[src/rtl/draw_board_grid_pkg.sv]
// Shared types, colours and helpers for the battleship board renderer.
package board_pkg;

    typedef enum logic [1:0] {
        EMPTY = 2'd0,
        SHIP  = 2'd1,
        HIT   = 2'd2,
        MISS  = 2'd3
    } cell_state_t;

    typedef enum logic [1:0] {
        ST_INIT  = 2'd0,
        ST_IDLE  = 2'd1,
        ST_CLEAR = 2'd2
    } wr_fsm_t;

    // One pixel's worth of timing plus colour, as carried through the pipeline.
    typedef struct packed {
        logic [10:0] hcount;
        logic        hsync;
        logic        hblnk;
        logic [10:0] vcount;
        logic        vsync;
        logic        vblnk;
        logic [11:0] rgb;
    } vga_sig_t;

    // 1024x768 visible area.
    localparam int unsigned HOR_PIXELS = 1024;
    localparam int unsigned VER_PIXELS = 768;

    localparam logic [11:0] COL_BLACK      = 12'h000;
    localparam logic [11:0] COL_WHITE      = 12'hFFF;
    localparam logic [11:0] COL_YELLOW     = 12'hFF0;
    localparam logic [11:0] COL_RED        = 12'hF00;
    localparam logic [11:0] COL_GREEN      = 12'h0F0;
    localparam logic [11:0] COL_BLUE       = 12'h00F;
    localparam logic [11:0] COL_GREY       = 12'h888;
    localparam logic [11:0] COL_BACKGROUND = 12'hFAC;

    // Empty-cell colour per board; element [0] is board 0.
    localparam logic [3:0][11:0] BOARD_COLOUR = {12'h630, 12'h306, 12'h063, 12'h036};

    // Smallest address width able to index `depth` entries (minimum 1).
    function automatic int unsigned addr_width(input int unsigned depth);
        int unsigned w;
        w = 1;
        while ((32'd1 << w) < depth) begin
            w++;
        end
        return w;
    endfunction

endpackage

[src/rtl/vga_if.sv]
// VGA timing and colour bundle: 11-bit counters, 12-bit rgb.
interface vga_if;
    logic [10:0] hcount;
    logic        hsync;
    logic        hblnk;
    logic [10:0] vcount;
    logic        vsync;
    logic        vblnk;
    logic [11:0] rgb;

    modport in  (input  hcount, hsync, hblnk, vcount, vsync, vblnk, rgb);
    modport out (output hcount, hsync, hblnk, vcount, vsync, vblnk, rgb);
endinterface

[src/rtl/cell_state_ram.sv]
// Cell-state storage: one write port, one registered read port, no reset.
module cell_state_ram #(
    parameter int unsigned DEPTH = 200,
    parameter int unsigned AW    = 8
) (
    input  logic          clk_i,
    input  logic          we_i,
    input  logic [AW-1:0] waddr_i,
    input  logic [1:0]    wdata_i,
    input  logic [AW-1:0] raddr_i,
    output logic [1:0]    rdata_o
);

    logic [1:0] mem_q [DEPTH];
    logic [1:0] rdata_q;

    // Write and read-before-write on the same edge.
    always_ff @(posedge clk_i) begin
        if (we_i) begin
            mem_q[waddr_i] <= wdata_i;
        end
        rdata_q <= mem_q[raddr_i];
    end

    assign rdata_o = rdata_q;

endmodule

[src/rtl/draw_board_grid.sv]
// Draws N_BOARDS game grids with cell states and a blinking cursor over
// the incoming VGA stream; two-stage pipeline, cell RAM read in stage 0.
module draw_board_grid
    import board_pkg::*;
#(
    parameter int unsigned N_BOARDS     = 2,
    parameter int unsigned GRID_COLS    = 10,
    parameter int unsigned GRID_ROWS    = 10,
    parameter int unsigned CELL_LOG2    = 5,
    parameter int unsigned BOARD_X0     = 96,
    parameter int unsigned BOARD_PITCH  = 512,
    parameter int unsigned BOARD_Y0     = 192,
    parameter int unsigned BLINK_FRAMES = 30
) (
    input  logic       clk,
    input  logic       rst_n,
    vga_if.in          vga_in,
    vga_if.out         vga_out,
    input  logic       wr_valid,
    output logic       wr_ready,
    input  logic [1:0] wr_board,
    input  logic [3:0] wr_col,
    input  logic [3:0] wr_row,
    input  logic [1:0] wr_state,
    input  logic       clr_req,
    output logic       clr_busy,
    input  logic       cur_en,
    input  logic [1:0] cur_board,
    input  logic [3:0] cur_col,
    input  logic [3:0] cur_row
);

    localparam int unsigned CELL_PX = 32'd1 << CELL_LOG2;
    localparam int unsigned DEPTH   = N_BOARDS * GRID_COLS * GRID_ROWS;
    localparam int unsigned AW      = addr_width(DEPTH);
    localparam int unsigned BOARD_W = GRID_COLS << CELL_LOG2;
    localparam int unsigned BOARD_H = GRID_ROWS << CELL_LOG2;

    // ---------------- write / clear FSM ----------------
    wr_fsm_t       state_q;
    logic [AW-1:0] clr_addr_q;
    logic          wr_ready_q;
    logic          clr_busy_q;

    logic          ram_we;
    logic [AW-1:0] ram_waddr;
    logic [1:0]    ram_wdata;
    logic          wr_in_range;

    assign wr_in_range = (32'(wr_board) < N_BOARDS) &&
                         (32'(wr_col) < GRID_COLS) &&
                         (32'(wr_row) < GRID_ROWS);

    // Sweep every address on reset or clear request; accept writes when idle.
    always_ff @(posedge clk or negedge rst_n) begin
        if (!rst_n) begin
            state_q    <= ST_INIT;
            clr_addr_q <= '0;
            wr_ready_q <= 1'b0;
            clr_busy_q <= 1'b1;
        end else begin
            case (state_q)
                ST_INIT, ST_CLEAR: begin
                    if (clr_addr_q == AW'(DEPTH - 1)) begin
                        state_q    <= ST_IDLE;
                        clr_addr_q <= '0;
                        wr_ready_q <= 1'b1;
                        clr_busy_q <= 1'b0;
                    end else begin
                        clr_addr_q <= clr_addr_q + 1'b1;
                    end
                end
                ST_IDLE: begin
                    if (clr_req) begin
                        state_q    <= ST_CLEAR;
                        clr_addr_q <= '0;
                        wr_ready_q <= 1'b0;
                        clr_busy_q <= 1'b1;
                    end
                end
                default: begin
                    state_q    <= ST_INIT;
                    clr_addr_q <= '0;
                    wr_ready_q <= 1'b0;
                    clr_busy_q <= 1'b1;
                end
            endcase
        end
    end

    assign wr_ready = wr_ready_q;
    assign clr_busy = clr_busy_q;

    // RAM write mux: sweep address while clearing, else a validated user write.
    always_comb begin
        ram_we    = 1'b0;
        ram_waddr = clr_addr_q;
        ram_wdata = EMPTY;
        if (state_q != ST_IDLE) begin
            ram_we = 1'b1;
        end else if (wr_valid && !clr_req && wr_in_range) begin
            ram_we    = 1'b1;
            ram_waddr = AW'((32'(wr_board) * GRID_ROWS + 32'(wr_row)) * GRID_COLS + 32'(wr_col));
            ram_wdata = wr_state;
        end
    end

    // ---------------- cursor blink ----------------
    logic       vsync_prev_q;
    logic [7:0] blink_cnt_q;
    logic       blink_on_q;

    // Count frames on vsync rising edges and flip the phase every BLINK_FRAMES.
    always_ff @(posedge clk or negedge rst_n) begin
        if (!rst_n) begin
            vsync_prev_q <= 1'b0;
            blink_cnt_q  <= '0;
            blink_on_q   <= 1'b1;
        end else begin
            vsync_prev_q <= vga_in.vsync;
            if (vga_in.vsync && !vsync_prev_q) begin
                if (blink_cnt_q == 8'(BLINK_FRAMES - 1)) begin
                    blink_cnt_q <= '0;
                    blink_on_q  <= ~blink_on_q;
                end else begin
                    blink_cnt_q <= blink_cnt_q + 1'b1;
                end
            end
        end
    end

    // ---------------- stage 0: geometry ----------------
    vga_sig_t      vin_s;
    logic [31:0]   hpos, vpos;
    logic [31:0]   rel_x, rel_y, col, row, x_off, y_off;
    logic          in_y, in_board_d, grid_d, cell_d, cur_ok, cursor_d;
    logic [1:0]    board_d;
    logic [AW-1:0] rd_addr;
    logic [1:0]    rd_data;

    assign vin_s = '{hcount: vga_in.hcount, hsync: vga_in.hsync, hblnk: vga_in.hblnk,
                     vcount: vga_in.vcount, vsync: vga_in.vsync, vblnk: vga_in.vblnk,
                     rgb: vga_in.rgb};
    assign hpos  = 32'(vga_in.hcount);
    assign vpos  = 32'(vga_in.vcount);

    // Locate the board, cell and in-cell offset of the incoming pixel.
    always_comb begin
        in_board_d = 1'b0;
        board_d    = '0;
        rel_x      = '0;
        rel_y      = vpos - BOARD_Y0;
        in_y       = (vpos >= BOARD_Y0) && (vpos <= BOARD_Y0 + BOARD_H);
        for (int unsigned b = 0; b < N_BOARDS; b++) begin
            if (in_y && (hpos >= BOARD_X0 + b * BOARD_PITCH) &&
                (hpos <= BOARD_X0 + b * BOARD_PITCH + BOARD_W)) begin
                in_board_d = 1'b1;
                board_d    = 2'(b);
                rel_x      = hpos - (BOARD_X0 + b * BOARD_PITCH);
            end
        end
        col    = rel_x >> CELL_LOG2;
        row    = rel_y >> CELL_LOG2;
        x_off  = rel_x & (CELL_PX - 1);
        y_off  = rel_y & (CELL_PX - 1);
        // The inclusive far edge always has zero offset, so non-grid
        // pixels inside a board are always inside a real cell.
        grid_d = in_board_d && ((x_off == 0) || (y_off == 0));
        cell_d = in_board_d && !grid_d;
        rd_addr = '0;
        if (cell_d) begin
            rd_addr = AW'((32'(board_d) * GRID_ROWS + row) * GRID_COLS + col);
        end
        cur_ok   = cur_en && blink_on_q &&
                   (32'(cur_board) < N_BOARDS) &&
                   (32'(cur_col) < GRID_COLS) &&
                   (32'(cur_row) < GRID_ROWS);
        cursor_d = cell_d && cur_ok && (board_d == cur_board) &&
                   (col == 32'(cur_col)) && (row == 32'(cur_row)) &&
                   ((x_off < 2) || (x_off >= CELL_PX - 2) ||
                    (y_off < 2) || (y_off >= CELL_PX - 2));
    end

    cell_state_ram #(
        .DEPTH (DEPTH),
        .AW    (AW)
    ) u_cell_state_ram (
        .clk_i   (clk),
        .we_i    (ram_we),
        .waddr_i (ram_waddr),
        .wdata_i (ram_wdata),
        .raddr_i (rd_addr),
        .rdata_o (rd_data)
    );

    // ---------------- stage 1: colour ----------------
    vga_sig_t   s1_q, out_q, out_d;
    logic       s1_in_board_q, s1_grid_q, s1_cursor_q;
    logic [1:0] s1_board_q;
    logic [11:0] rgb_d;

    // Stage-0 register: timing plus geometry flags, aligned with the RAM read.
    always_ff @(posedge clk or negedge rst_n) begin
        if (!rst_n) begin
            s1_q          <= '0;
            s1_in_board_q <= 1'b0;
            s1_grid_q     <= 1'b0;
            s1_cursor_q   <= 1'b0;
            s1_board_q    <= '0;
        end else begin
            s1_q          <= vin_s;
            s1_in_board_q <= in_board_d;
            s1_grid_q     <= grid_d;
            s1_cursor_q   <= cursor_d;
            s1_board_q    <= board_d;
        end
    end

    // Colour priority: blanking, screen edges, grid, cursor, cell, background.
    always_comb begin
        rgb_d = COL_BACKGROUND;
        if (s1_q.hblnk || s1_q.vblnk) begin
            rgb_d = COL_BLACK;
        end else if (s1_q.vcount == 11'd0) begin
            rgb_d = COL_YELLOW;
        end else if (s1_q.vcount == 11'(VER_PIXELS - 1)) begin
            rgb_d = COL_RED;
        end else if (s1_q.hcount == 11'd0) begin
            rgb_d = COL_GREEN;
        end else if (s1_q.hcount == 11'(HOR_PIXELS - 1)) begin
            rgb_d = COL_BLUE;
        end else if (s1_grid_q) begin
            rgb_d = COL_BLACK;
        end else if (s1_cursor_q) begin
            rgb_d = COL_WHITE;
        end else if (s1_in_board_q) begin
            case (cell_state_t'(rd_data))
                SHIP:    rgb_d = COL_GREY;
                HIT:     rgb_d = COL_RED;
                MISS:    rgb_d = COL_BLUE;
                default: rgb_d = BOARD_COLOUR[s1_board_q];
            endcase
        end
        out_d     = s1_q;
        out_d.rgb = rgb_d;
    end

    // Output register.
    always_ff @(posedge clk or negedge rst_n) begin
        if (!rst_n) begin
            out_q <= '0;
        end else begin
            out_q <= out_d;
        end
    end

    assign vga_out.hcount = out_q.hcount;
    assign vga_out.hsync  = out_q.hsync;
    assign vga_out.hblnk  = out_q.hblnk;
    assign vga_out.vcount = out_q.vcount;
    assign vga_out.vsync  = out_q.vsync;
    assign vga_out.vblnk  = out_q.vblnk;
    assign vga_out.rgb    = out_q.rgb;

endmodule
[src/flat_wrapper.sv]
// flat-port wrapper written by rule: the top's interface ports become plain ports
module draw_board_grid_flat import board_pkg::*;
#(
    parameter int unsigned N_BOARDS     = 2,
    parameter int unsigned GRID_COLS    = 10,
    parameter int unsigned GRID_ROWS    = 10,
    parameter int unsigned CELL_LOG2    = 5,
    parameter int unsigned BOARD_X0     = 96,
    parameter int unsigned BOARD_PITCH  = 512,
    parameter int unsigned BOARD_Y0     = 192,
    parameter int unsigned BLINK_FRAMES = 30
)
  (clk, rst_n, wr_valid, wr_ready, wr_board, wr_col, wr_row, wr_state, clr_req, clr_busy, cur_en, cur_board, cur_col, cur_row, vga_in_hcount, vga_in_hsync, vga_in_hblnk, vga_in_vcount, vga_in_vsync, vga_in_vblnk, vga_in_rgb, vga_out_hcount, vga_out_hsync, vga_out_hblnk, vga_out_vcount, vga_out_vsync, vga_out_vblnk, vga_out_rgb);
  vga_if vga_in_i ();
  vga_if vga_out_i ();
  input  logic clk;
  input  logic rst_n;
  input  logic wr_valid;
  output logic wr_ready;
  input  logic [1:0] wr_board;
  input  logic [3:0] wr_col;
  input  logic [3:0] wr_row;
  input  logic [1:0] wr_state;
  input  logic clr_req;
  output logic clr_busy;
  input  logic cur_en;
  input  logic [1:0] cur_board;
  input  logic [3:0] cur_col;
  input  logic [3:0] cur_row;
  input wire logic [$bits(vga_in_i.hcount)-1:0] vga_in_hcount;
  input wire logic [$bits(vga_in_i.hsync)-1:0] vga_in_hsync;
  input wire logic [$bits(vga_in_i.hblnk)-1:0] vga_in_hblnk;
  input wire logic [$bits(vga_in_i.vcount)-1:0] vga_in_vcount;
  input wire logic [$bits(vga_in_i.vsync)-1:0] vga_in_vsync;
  input wire logic [$bits(vga_in_i.vblnk)-1:0] vga_in_vblnk;
  input wire logic [$bits(vga_in_i.rgb)-1:0] vga_in_rgb;
  output wire logic [$bits(vga_out_i.hcount)-1:0] vga_out_hcount;
  output wire logic [$bits(vga_out_i.hsync)-1:0] vga_out_hsync;
  output wire logic [$bits(vga_out_i.hblnk)-1:0] vga_out_hblnk;
  output wire logic [$bits(vga_out_i.vcount)-1:0] vga_out_vcount;
  output wire logic [$bits(vga_out_i.vsync)-1:0] vga_out_vsync;
  output wire logic [$bits(vga_out_i.vblnk)-1:0] vga_out_vblnk;
  output wire logic [$bits(vga_out_i.rgb)-1:0] vga_out_rgb;
  assign vga_in_i.hcount = vga_in_hcount;
  assign vga_in_i.hsync = vga_in_hsync;
  assign vga_in_i.hblnk = vga_in_hblnk;
  assign vga_in_i.vcount = vga_in_vcount;
  assign vga_in_i.vsync = vga_in_vsync;
  assign vga_in_i.vblnk = vga_in_vblnk;
  assign vga_in_i.rgb = vga_in_rgb;
  assign vga_out_hcount = vga_out_i.hcount;
  assign vga_out_hsync = vga_out_i.hsync;
  assign vga_out_hblnk = vga_out_i.hblnk;
  assign vga_out_vcount = vga_out_i.vcount;
  assign vga_out_vsync = vga_out_i.vsync;
  assign vga_out_vblnk = vga_out_i.vblnk;
  assign vga_out_rgb = vga_out_i.rgb;
  draw_board_grid #(.N_BOARDS(N_BOARDS), .GRID_COLS(GRID_COLS), .GRID_ROWS(GRID_ROWS), .CELL_LOG2(CELL_LOG2), .BOARD_X0(BOARD_X0), .BOARD_PITCH(BOARD_PITCH), .BOARD_Y0(BOARD_Y0), .BLINK_FRAMES(BLINK_FRAMES)) u_core (.clk(clk), .rst_n(rst_n), .vga_in(vga_in_i), .vga_out(vga_out_i), .wr_valid(wr_valid), .wr_ready(wr_ready), .wr_board(wr_board), .wr_col(wr_col), .wr_row(wr_row), .wr_state(wr_state), .clr_req(clr_req), .clr_busy(clr_busy), .cur_en(cur_en), .cur_board(cur_board), .cur_col(cur_col), .cur_row(cur_row));
endmodule
[config.mk]
export PLATFORM = sky130hd
export DESIGN_NAME = draw_board_grid_flat
export DESIGN_NICKNAME = d
export VERILOG_FILES = /design/src/rtl/draw_board_grid_pkg.sv /design/src/rtl/vga_if.sv /design/src/rtl/cell_state_ram.sv /design/src/rtl/draw_board_grid.sv /design/src/flat_wrapper.sv
export SDC_FILE = /design/constraint.sdc
export NUM_CORES = 1
export LEC_CHECK = 0
export CAP_MARGIN = 20
export CORE_UTILIZATION = 35
export CTS_CLUSTER_SIZE = 10
export DETAILED_ROUTE_END_ITERATION = 7
export HOLD_SLACK_MARGIN = 0.05
export PLACE_DENSITY_LB_ADDON = 0.2
export SLEW_MARGIN = 20
export SYNTH_ARGS = -nofsm -noshare
export SYNTH_HDL_FRONTEND = slang
export SYNTH_SLANG_ARGS = --single-unit
[constraint.sdc]
create_clock -name clk -period 6 [get_ports clk]
set_input_delay 0.6 -clock clk [delete_from_list [all_inputs] [get_ports clk]]
set_output_delay 0.6 -clock clk [all_outputs]
set_load 0.02 [all_outputs]
# Word-level counts from Yosys, hierarchy flattened
# Memories as Yosys holds them, arrays and structs flattened. A register that Yosys moved wholly into a read port is not among the register bits.
# Index checks and enable logic that the tools add are counted.
[classes] n_mul=4 bitwise_logic=1 reduce_logical=37 muxes=38 n_addsub=9 magnitude_cmp=17 eq_ne=15
[ops] op="$mux 12" n=9
[ops] op="$logic_not 32->1" n=2
[ops] op="$mul 32x3->7 const B" n=2
[ops] op="$mux 32" n=2
[ops] op="$eq 27x4->1" n=2
[ops] op="$mux 8" n=6
[ops] op="$pmux 12 s3" n=1
[ops] op="$add 6x27->28" n=1
[ops] op="$bmux 12 s2" n=1
[ops] op="$eq 11x10->1 const B" n=2
[ops] op="$le 11x10->1 const B" n=2
[ops] op="$logic_not 11->1" n=2
[ops] op="$logic_and 1x1->1" n=21
[ops] op="$add 8x1->8 const B" n=2
[ops] op="$lt 4x4->1 const B" n=4
[ops] op="$pmux 8 s2" n=1
[ops] op="$sub 11x10->12 const B" n=1
[ops] op="$sub 11x7->12 const B" n=1
[ops] op="$sub 11x8->12 const B" n=1
[ops] op="$ge 11x10->1 const B" n=1
[ops] op="$ge 11x7->1 const B" n=1
[ops] op="$ge 11x8->1 const B" n=1
[ops] op="$le 11x9->1 const B" n=1
[ops] op="$mux 1" n=11
[ops] op="25 further kinds" n=43
[totals] mem_bits_rw=400 n_memories=1 regBits=89
[mem_list] name="u_core.u_cell_state_ram.mem_q" words=200 width=2 rd=1 rd_ports_with_merged_regs=1 write_ports=1 line_no="cell_state_ram.sv:14" text="logic [1:0] mem_q [DEPTH];"

# Longest topological paths before layout
# Gate-level depths: netlist (run 1).
[depth] word_depth=16 depth_mapped=26 depth_no_buf=23

# Modules after synthesis
# From an unflattened synthesis (run 1), not the netlist that was laid out.
[unflattened] hier_cells=1364 area_unflattened_um2=21140.3
[by_module_without_submodules] module="cell_state_ram" instances=1 area_per_inst_um2=16538.4 seq_area_each_um2=12051.6 cells_each=933
[by_module_without_submodules] module="draw_board_grid" instances=1 area_per_inst_um2=4601.9 seq_area_each_um2=2179.6 cells_each=431

# Worst setup path before layout (run 1)
# OpenSTA, ideal clock, no wires.
[synth_path] path_type="input to register" start="input port vga_in_hcount[5]" end="register u_core.u_cell_state_ram.rdata_q[1] (netlist: u_core.u_cell_state_ram.rdata_o[1]) (read register of u_core.u_cell_state_ram.mem_q)" path_slack_ns=0.158 path_stages=23 t_required_ns=5.864 setup_time_ns=0.136 arrival_ns=5.706 cell_sequence="buf_2 > clkinv_1 > clkbuf_1 > clkbuf_1 > ha_1 > nand3b_1 > a31oi_1 > and3b_1 > ha_1 > a31oi_1 > xor2_1 > ha_1 > fa_1 > xor2_1 > ha_1 > or3b_2 > nand3_1 > a211oi_1 > or2_2 > clkbuf_1 > or2b_1 > a2111oi_0 > a211oi_1"
[synth_rtl] item="start: declaration" line_no="flat_wrapper.sv:30" text="input wire logic [$bits(vga_in_i.hcount)-1:0] vga_in_hcount;"
[synth_rtl] item="$ge 11x10->1" line_no="draw_board_grid.sv:155" text="if (in_y && (hpos >= BOARD_X0 + b * BOARD_PITCH) &&"
[synth_rtl] item="$logic_and 1x1->1" line_no="draw_board_grid.sv:155"
[synth_rtl] item="$logic_and 1x1->1 (*)" line_no="draw_board_grid.sv:155"
[synth_rtl] item="$mux 1 (*)" line_no="draw_board_grid.sv:155"
[synth_rtl] item="named net u_core.board_d[0]" line_no="draw_board_grid.sv:137" text="logic [1:0] board_d;"
[synth_rtl] item="$mul 1x3->4 (*)" line_no="draw_board_grid.sv:172" text="rd_addr = AW'((32'(board_d) * GRID_ROWS + row) * GRID_COLS + col);"
[synth_rtl] item="$add 6x27->28 (*)" line_no="draw_board_grid.sv:172"
[synth_rtl] item="$mul 32x3->7 (*)" line_no="draw_board_grid.sv:172"
[synth_rtl] item="$add 8x8->8 (*)" line_no="draw_board_grid.sv:172"
[synth_rtl] item="$mux 8 (*)" line_no="draw_board_grid.sv:171" text="if (cell_d) begin"
[synth_rtl] item="end: declaration" line_no="cell_state_ram.sv:15" text="logic [1:0] rdata_q;"
# Mark *: on every way through the listed nets, which the timed path passes. The rest lies on a longest branch.
# A chain may end at the register's enable or synchronous reset.

# Final worst setup path (run 1)
[layout_path] start="input port vga_in_vcount[2]" end="register u_core.u_cell_state_ram.rdata_q[0] (netlist: u_core.u_cell_state_ram.rdata_o[0]) (read register of u_core.u_cell_state_ram.mem_q)"
[layout_rtl] item="start: declaration" line_no="flat_wrapper.sv:33" text="input wire logic [$bits(vga_in_i.vcount)-1:0] vga_in_vcount;"
[layout_rtl] item="$ge 11x8->1 or $le 11x10->1 (tied branches)" line_no="draw_board_grid.sv:153" text="in_y = (vpos >= BOARD_Y0) && (vpos <= BOARD_Y0 + BOARD_H);"
[layout_rtl] item="$logic_and 1x1->1 (*)" line_no="draw_board_grid.sv:153"
[layout_rtl] item="$logic_and 1x1->1 (*) (2 in series)" line_no="draw_board_grid.sv:155"
[layout_rtl] item="$mux 1 (*)" line_no="draw_board_grid.sv:155"
[layout_rtl] item="named net u_core.board_d[0]" line_no="draw_board_grid.sv:137"
[layout_rtl] item="$mul 1x3->4 (*)" line_no="draw_board_grid.sv:172"
[layout_rtl] item="$add 6x27->28 (*)" line_no="draw_board_grid.sv:172"
[layout_rtl] item="$mul 32x3->7 (*)" line_no="draw_board_grid.sv:172"
[layout_rtl] item="$add 8x8->8 (*)" line_no="draw_board_grid.sv:172"
[layout_rtl] item="$mux 8 (*)" line_no="draw_board_grid.sv:171"
# Marks and branches as above.

==> results of run 1 <==
==> metrics by stage <==
stage          TNS, ns  std cells
5_1_grt              0       2735
6_report             0       2735
3_3_place_gp    -0.445       2652
3_5_place_dp    -0.623       2653
4_1_cts              0       2735
2_1_floorplan        0       1708
==> Yosys cell counts (all sizes together), types with 5 or more instances <==
cell type / n
a2111oi: 11
mux2: 26
nor3: 26
ha: 40
o21a: 7
a211oi: 28
clkbuf: 66
o21ai: 71
a311oi: 6
a21oi: 68
o221ai: 7
a21o: 9
o22ai: 12
and3: 11
o31a: 7
nand2: 101
nand4: 21
nand3: 25
edfxtp: 400
fa: 5
nand3b: 7
inv: 25
xor2: 16
o41ai: 5
a221oi: 7
xnor2: 19
mux4: 36
dfrtp: 85
buf: 44
nand2b: 10
o211ai: 10
nor4: 19
mux2i: 37
and2: 15
or4: 8
o2bb2ai: 6
a31oi: 14
nor2: 289
nor2b: 20
o311ai: 8
o31ai: 7
or3: 6
==> cell type report <==
| class | count | area (um^2) |
|---|---|---|
| sequential | 489 | 14200 |
| clock inverter | 3 | 55.1 |
| inverter | 26 | 97.6 |
| multi-input combinational | 1083 | 7340 |
| tap | 837 | 1050 |
| clock buffer | 78 | 1550 |
| timing repair buffer | 219 | 1960 |
| fill | 5734 | 35800 |
==> what timing repair did <==
item,in CTS,in global routing
setup endpoints to repair,0,1
gates resized for setup,0,1
hold buffers,1,0
hold endpoints to repair,16,0
==> critical path, cell delays in order <==
cell,delay [ns]
clkdlybuf4s50_1,0.43
or4_4,0.56
o31ai_1,0.34
buf_4,0.18
nand2_1,0.05
a21oi_1,0.15
and3b_1,0.25
ha_1,0.19
ha_1,0.19
xor2_1,0.22
ha_1,0.27
ha_1,0.23
fa_1,0.45
ha_1,0.37
or3b_2,0.49
nand3_1,0.09
a211oi_1,0.07
or2_2,0.31
buf_4,0.16
o311ai_0,0.10
a311oi_1,0.08
nor4_1,0.33
a211oi_1,0.07
==> cells by family after synthesis <==
logic type               count (synthesis)
AO/OA/AOI/OAI                          328
XOR/XNOR                                37
adder cells (fa/ha/maj)                 45
buffers and inverters                  136
flip-flops                             489
multiplexers                            99
AND/OR/NAND/NOR                        574
==> flip-flops by register name, summed over array words and instances (netlist names), 2 cells and up <==
| signal | flops |
|---|---|
| u_core.u_cell_state_ram.mem_q | 400 |
| u_core.out_d | 25 |
| u_core.vga_out.hcount | 11 |
| u_core.vga_out.vcount | 11 |
| u_core.vga_out.rgb | 10 |
| u_core.blink_cnt_q | 8 |
| u_core.clr_addr_q | 8 |
| u_core.state_q | 2 |
| u_core.u_cell_state_ram.rdata_o | 2 |
==> final timing paths <==
| check | to | start | slack, ns | depth (start not counted) |
|---|---|---|---|---|
| setup reg to reg | u_core.u_cell_state_ram.mem_q[188][0]$_DFFE_PP_ | u_core.state_q[0]$_DFFE_PN0P_ | 2.34 | 7 |
| hold reg to reg | u_core.vga_out.hsync$_DFF_PN0_ | u_core.out_d[26]$_DFF_PN0_ | 0.35 | 0 |
| min in group asynchronous | u_core.wr_ready$_DFFE_PN0P_ | rst_n | 0.39 | 2 |
| hold / removal | u_core.vga_out.hsync$_DFF_PN0_ | u_core.out_d[26]$_DFF_PN0_ | 0.35 | 0 |
| setup / recovery | u_core.u_cell_state_ram.rdata_o[0]$_DFF_P_ | vga_in_vcount[2] | 0.30 | 23 |
| max in group asynchronous | u_core.vga_out.rgb[6]$_DFF_PN0_ | rst_n | 4.47 | 3 |
==> power breakdown <==
group	internal, uW	switching [uW]	total, uW
registers	3750	85.6	3830
logic	451	793	1240
clock network	1770	1330	3090
total	5970	2210	8170
==> routing by layer <==
layer | vias to the layer above | track usage | routed length, um
met4 | 0 | 0.0757 | 2240
met5 | - | 0 | 0
met3 | 126 | 0.0308 | 4020
met1 | 7688 | 0.281 | 28800
li1 | 6805 | - | -
met2 | 518 | 0.339 | 30800
==> placed cells by master, fill, tap and decap left out, types with 8 or more instances in the layout <==
cell type / count
edfxtp_1: 400
and3_1: 11
mux2i_1: 37
clkbuf_1: 18
clkbuf_16: 58
and2_1: 12
inv_1: 25
nor2b_1: 20
xnor2_1: 19
nor3_1: 25
xor2_1: 16
nand3_1: 25
nand2b_1: 10
clkdlybuf4s50_1: 90
o22ai_1: 11
dfrtp_1: 85
nor2_1: 289
o211ai_1: 10
a2111oi_0: 9
nand4_1: 21
a21oi_1: 68
a31oi_1: 14
o21ai_0: 70
buf_4: 120
a21o_1: 9
nor4_1: 18
o311ai_0: 8
a211oi_1: 28
nand2_1: 100
ha_1: 40
mux2_2: 26
mux4_2: 35
==> impl_metrics.toml, run 1 <==
[clock_network]
cts_max_path_buffers = 3
clock_latency_ns = 0.62
htreeDepth = 2
post_cts_buffers = 0
cts_tree = "built"
clkSinkCount = 489
ctsRootBufferMaster = "clkbuf_16"
clkTransAtPathRegs_ns = 0.06
cts_buffers = 56

[setup_path]
critPathKind = "input pin to flip-flop"
path_max_fanout = 7
startpoint_type = "input pin"
endpoint_kind = "flip-flop"
arrival_ns = 6.19
worstPathRequired_ns = 6.49

[logic_synthesis]
ys_seq_area_frac = 0.643
synth_top_area_share = 0.543
yosys.area_share.simple = 0.118
synth_cell_type_count = 87
synth_area_leaders = "edfxtp_1 54%, dfrtp_1 9.6%, nor2_1 4.9%, mux4_2 3.6%, ha_1 2.3%"
syn-mean-instance-area_um2 = 13.0
synth_top_family_by_area = "simple AND/OR/NAND/NOR gates"
syn-num-nets = 1818
synth-seq-cells = 489
synth_mux_area_frac = 0.0668
async_reset_ff_frac = 0.178
netlist_instances = 1708
synth_area_um2 = 22100
synth-edff-count = 400
synth_compound_area_frac = 0.103
yosysTopAreaCell = "edfxtp_1"
synth_ff_type = "edfxtp_1"
synth-xor-area-share = 0.0159
yosys_warnings = 0
synth-adder-area-share = 0.0271

[final_layout]
antenna_cells = 0
drive_above_1_share = 0.143
design_area_um2 = 26300
synthToLayoutAreaGrowth_pct = 18.7
nets = 1985
final_core_util = 0.423

[sta]
setup_viol = 0
hold_slack_ns = 0.351
min_period_ns = 5.70
maxSlewHeadroom = 0.239
finClkSkew_ns = 0.0254
finalCritPeriodShare = 0.951
worst_slack_ns = 0.295
fmax_mhz = 175
drv_slew = 0
tightest_slew_ns = 1.14
rsz0062_at_grt = "false"
finalHoldViolations = 0

[power_and_ir_drop]
power.density_nw_per_um2 = 311
leakagePower_uw = 0.00913
total_power_uw = 8170
ir_drop_uv = 217

[placement]
dp_slack_ns = -0.312
dp_hpwl_mm = 43.1
portBuffers = 92
place.gp.congestion = 0.921
place_area_um2 = 24700

[grt]
grt_antenna_before_repair = 0
grt-ovfl-total = 0
grt_max_degree = 102
grt_pass1_wl_mm = 98.6
grt_pass1_vias = 15400
track_usage = 0.208

[routing]
drtPass1Iterations = 7
wire_per_inst_um = 24.1
routed_wirelength_mm = 65.9
drcViolationCount = 0
drt.antenna.violating_nets = 0
vias_per_cell = 5.53
first_iter_violations = 1339
vias = 15100

[outcome]
outcome = "completed"

[floorplanning]
die_x_um = 253
dieArea_um2 = 64200
die_y_um = 253
rows = 91
core_um2 = 62100
start_util = 0.357
pin_count = 105

[flow_run]
drv_cap = 0

[hold_path]
hp-class = "flip-flop to flip-flop"
No activity file was read; power rests on OpenSTA's default activity.
==> run 2: changes to the inputs <==
- CELL_PAD_IN_SITES_DETAIL_PLACEMENT: not set -> 0
- CELL_PAD_IN_SITES_GLOBAL_PLACEMENT: not set -> 2
==> run 2 against run 1 <==
Via count down 0.91%. Final cell count rose by 0.69%. Final area rose by 0.38%. Total power up 0.79%. Critical endpoint is now u_core.u_cell_state_ram.rdata_o[1]$_DFF_P_. Routed wire length increased by 2.3%. First-iteration DRC count shrank 16%. Worst hold slack about the same. Critical path depth decreased by 1. Setup slack improved by 0.13 ns. Fmax increased by 2.2%. Combinational power barely moved. Clock power is 2% higher. Largest cell class unchanged.
==> impl_metrics.toml, run 2 (same netlist as run 1, synthesis figures left out) <==
[final_layout]
final_common_cell = "edfxtp_1"
final_cell_mix = "400 x edfxtp_1, 289 x nor2_1, 122 x buf_4"
seq_area_um2 = 14200
fin_cells = 2754
synthToLayoutAreaGrowth_pct = 19.2
largest_register_ff_count = 400
top_register = "u_core.u_cell_state_ram.mem_q"
multiInputGateArea_um2 = 7350
drive_above_1_share = 0.145
n_fill_cell = 5788
nets = 1989

[setup_path]
endpoint_kind = "flip-flop"
cpLargestDelayFamily = "simple AND/OR/NAND/NOR gates"
slowest_delay_ns = 0.58
crit_path_frequent_cell = "ha_1"
critPathKind = "input pin to flip-flop"
path_max_fanout = 3
startpoint_type = "input pin"
crit_slowest_cell = "or4_1"
cp_cell_sequence = "clkdlybuf4s50_1 > or4_1 > o31ai_2 > nand2_1 > a21oi_1 > and3b_1 > ha_1 > ha_1 > xor2_1 > ha_1 > ha_1 > fa_1 > xor2_1 > ha_1 > or3b_2 > nand3_1 > a211oi_1 > or2_2 > or2b_1 > a2111oi_1 > buf_4 > a211oi_1"
worstPathRequired_ns = 6.50
worst-path-buf-inv = 2
arrival_ns = 6.08

[sta]
worst_slack_ns = 0.421
drv_slew = 0
finClkSkew_ns = 0.0318
rsz0062_at_grt = "false"
maxSlewHeadroom = 0.207
finalHoldViolations = 0
tightest_slew_ns = 1.19
finalCritPeriodShare = 0.930
min_period_ns = 5.58
fmax_mhz = 179
setup_viol = 0

[routing]
wire_per_inst_um = 24.5
routed_wirelength_mm = 67.4
vias = 15000
drcViolationCount = 0
drt.antenna.violating_nets = 0
wl_met2_mm = 32.1
vias_per_cell = 5.45
drtPass1Iterations = 5
highest_layer = "met4"
first_iter_violations = 1125
wirelength_met1_mm = 29.8
wl_met3_mm = 3.74

[placement]
place.gp.congestion = 0.856
dp_hpwl_mm = 44.1
placed_cells = 2656
dp_slack_ns = -0.329
portBuffers = 92

[hold_path]
hp-class = "flip-flop to flip-flop"

[power_and_ir_drop]
seqPwrFrac = 0.465
p_sw_uw = 2230
power.density_nw_per_um2 = 312
total_power_uw = 8240
netSwitchingFraction = 0.271
ir_drop_uv = 232
clockPowerShare = 0.381
leakagePower_uw = 0.00918
p_comb_frac = 0.154
p_int_uw = 6010

[outcome]
outcome = "completed"

[grt]
grt_antenna_before_repair = 0
grt_pass1_vias = 15300
grt_max_degree = 128
track_usage = 0.212
grt_pass1_wl_mm = 100
grt-ovfl-total = 0

[floorplanning]
rows = 91
core_um2 = 62100
pin_count = 105
start_util = 0.357
die_y_um = 253
dieArea_um2 = 64200
die_x_um = 253

[clock_network]
clkSinkCount = 489
clkTransAtPathRegs_ns = 0.06
cts_tree = "built"
post_cts_buffers = 0
cts_max_path_buffers = 3
cts_buffers = 57
clock_latency_ns = 0.63
ctsRootBufferMaster = "clkbuf_16"
htreeDepth = 2

[flow_run]
drv_cap = 0
run 2: changes by cell type in the layout (fill, tap and decap cells not counted), moves of 2 or more:
| cell | change |
|---|---|
| buf_12 | +2 |
| buf_4 | +2 |
| clkbuf_1 | +12 |
| clkinv_2 | +3 |
run 2: repair_timing:
item	4_1_cts	5_1_grt
hold buffers	1	0
endpoints found under the hold margin	22	0
resized for setup	0	2
endpoints found under the setup margin	0	2
run 2: final timing paths:
path / start / to / slack (ns) / cells after the start
min: u_core.out_d[26]$_DFF_PN0_ / u_core.vga_out.hsync$_DFF_PN0_ / 0.35 / 0
max reg2reg: u_core.state_q[0]$_DFFE_PN0P_ / u_core.u_cell_state_ram.mem_q[88][1]$_DFFE_PP_ / 2.40 / 6
min reg2reg: u_core.out_d[26]$_DFF_PN0_ / u_core.vga_out.hsync$_DFF_PN0_ / 0.35 / 0
max in group asynchronous: rst_n / u_core.vga_out.vcount[10]$_DFF_PN0_ / 4.45 / 3
max: vga_in_vcount[5] / u_core.u_cell_state_ram.rdata_o[1]$_DFF_P_ / 0.42 / 22
min in group asynchronous: rst_n / u_core.vga_out.vsync$_DFF_PN0_ / 0.44 / 2
run 2: layout make-up:
type                    count  share of cell area
flip-flops and latches    489               0.540
multi-input cells        1083               0.279
repair buffers            222              0.0758
clock buffers              90              0.0604
well taps                 837              0.0397
inverters                  26             0.00370
clock inverters             6             0.00218
diodes                      1           0.0000949
run 2: stage by stage:
stage               area (um^2)  utilization  setup TNS, ns  hold slack, ns
floorplan                 22100            -              0           0.304
global placement          24700        0.398         -0.482           0.333
detailed placement        24700        0.398         -0.543           0.336
CTS                       26400        0.425              0           0.348
global route              26400        0.425              0           0.367
finish                    26400        0.425              0           0.351
run 2: metal layers:
metal / global-route usage / up-vias
met3: 0.0302 / 112
met2: 0.351 / 462
met4: 0.0625 / 0
li1: - / 6832
met5: 0 / -
met1: 0.288 / 7594
run 2: power by group through the flow:
stage          registers (uW)  clock network, uW  logic (uW)
6_report                 3830               3140        1270
5_1_grt                  3840               3330        1370
4_1_cts                  3830               3210        1280
3_5_place_dp             3900                  0        1270
3_3_place_gp             3890                  0        1270
2_1_floorplan            3890                  0         680
run 2: worst register-to-register path: stages, from the launching register on:
cell and delay [ns]:
dfrtp_1 0.49, nand2b_1 0.14, nor2_1 0.15, nand4_1 0.52, o31ai_1 0.72, nand2_1 0.81
nor2_1 0.46
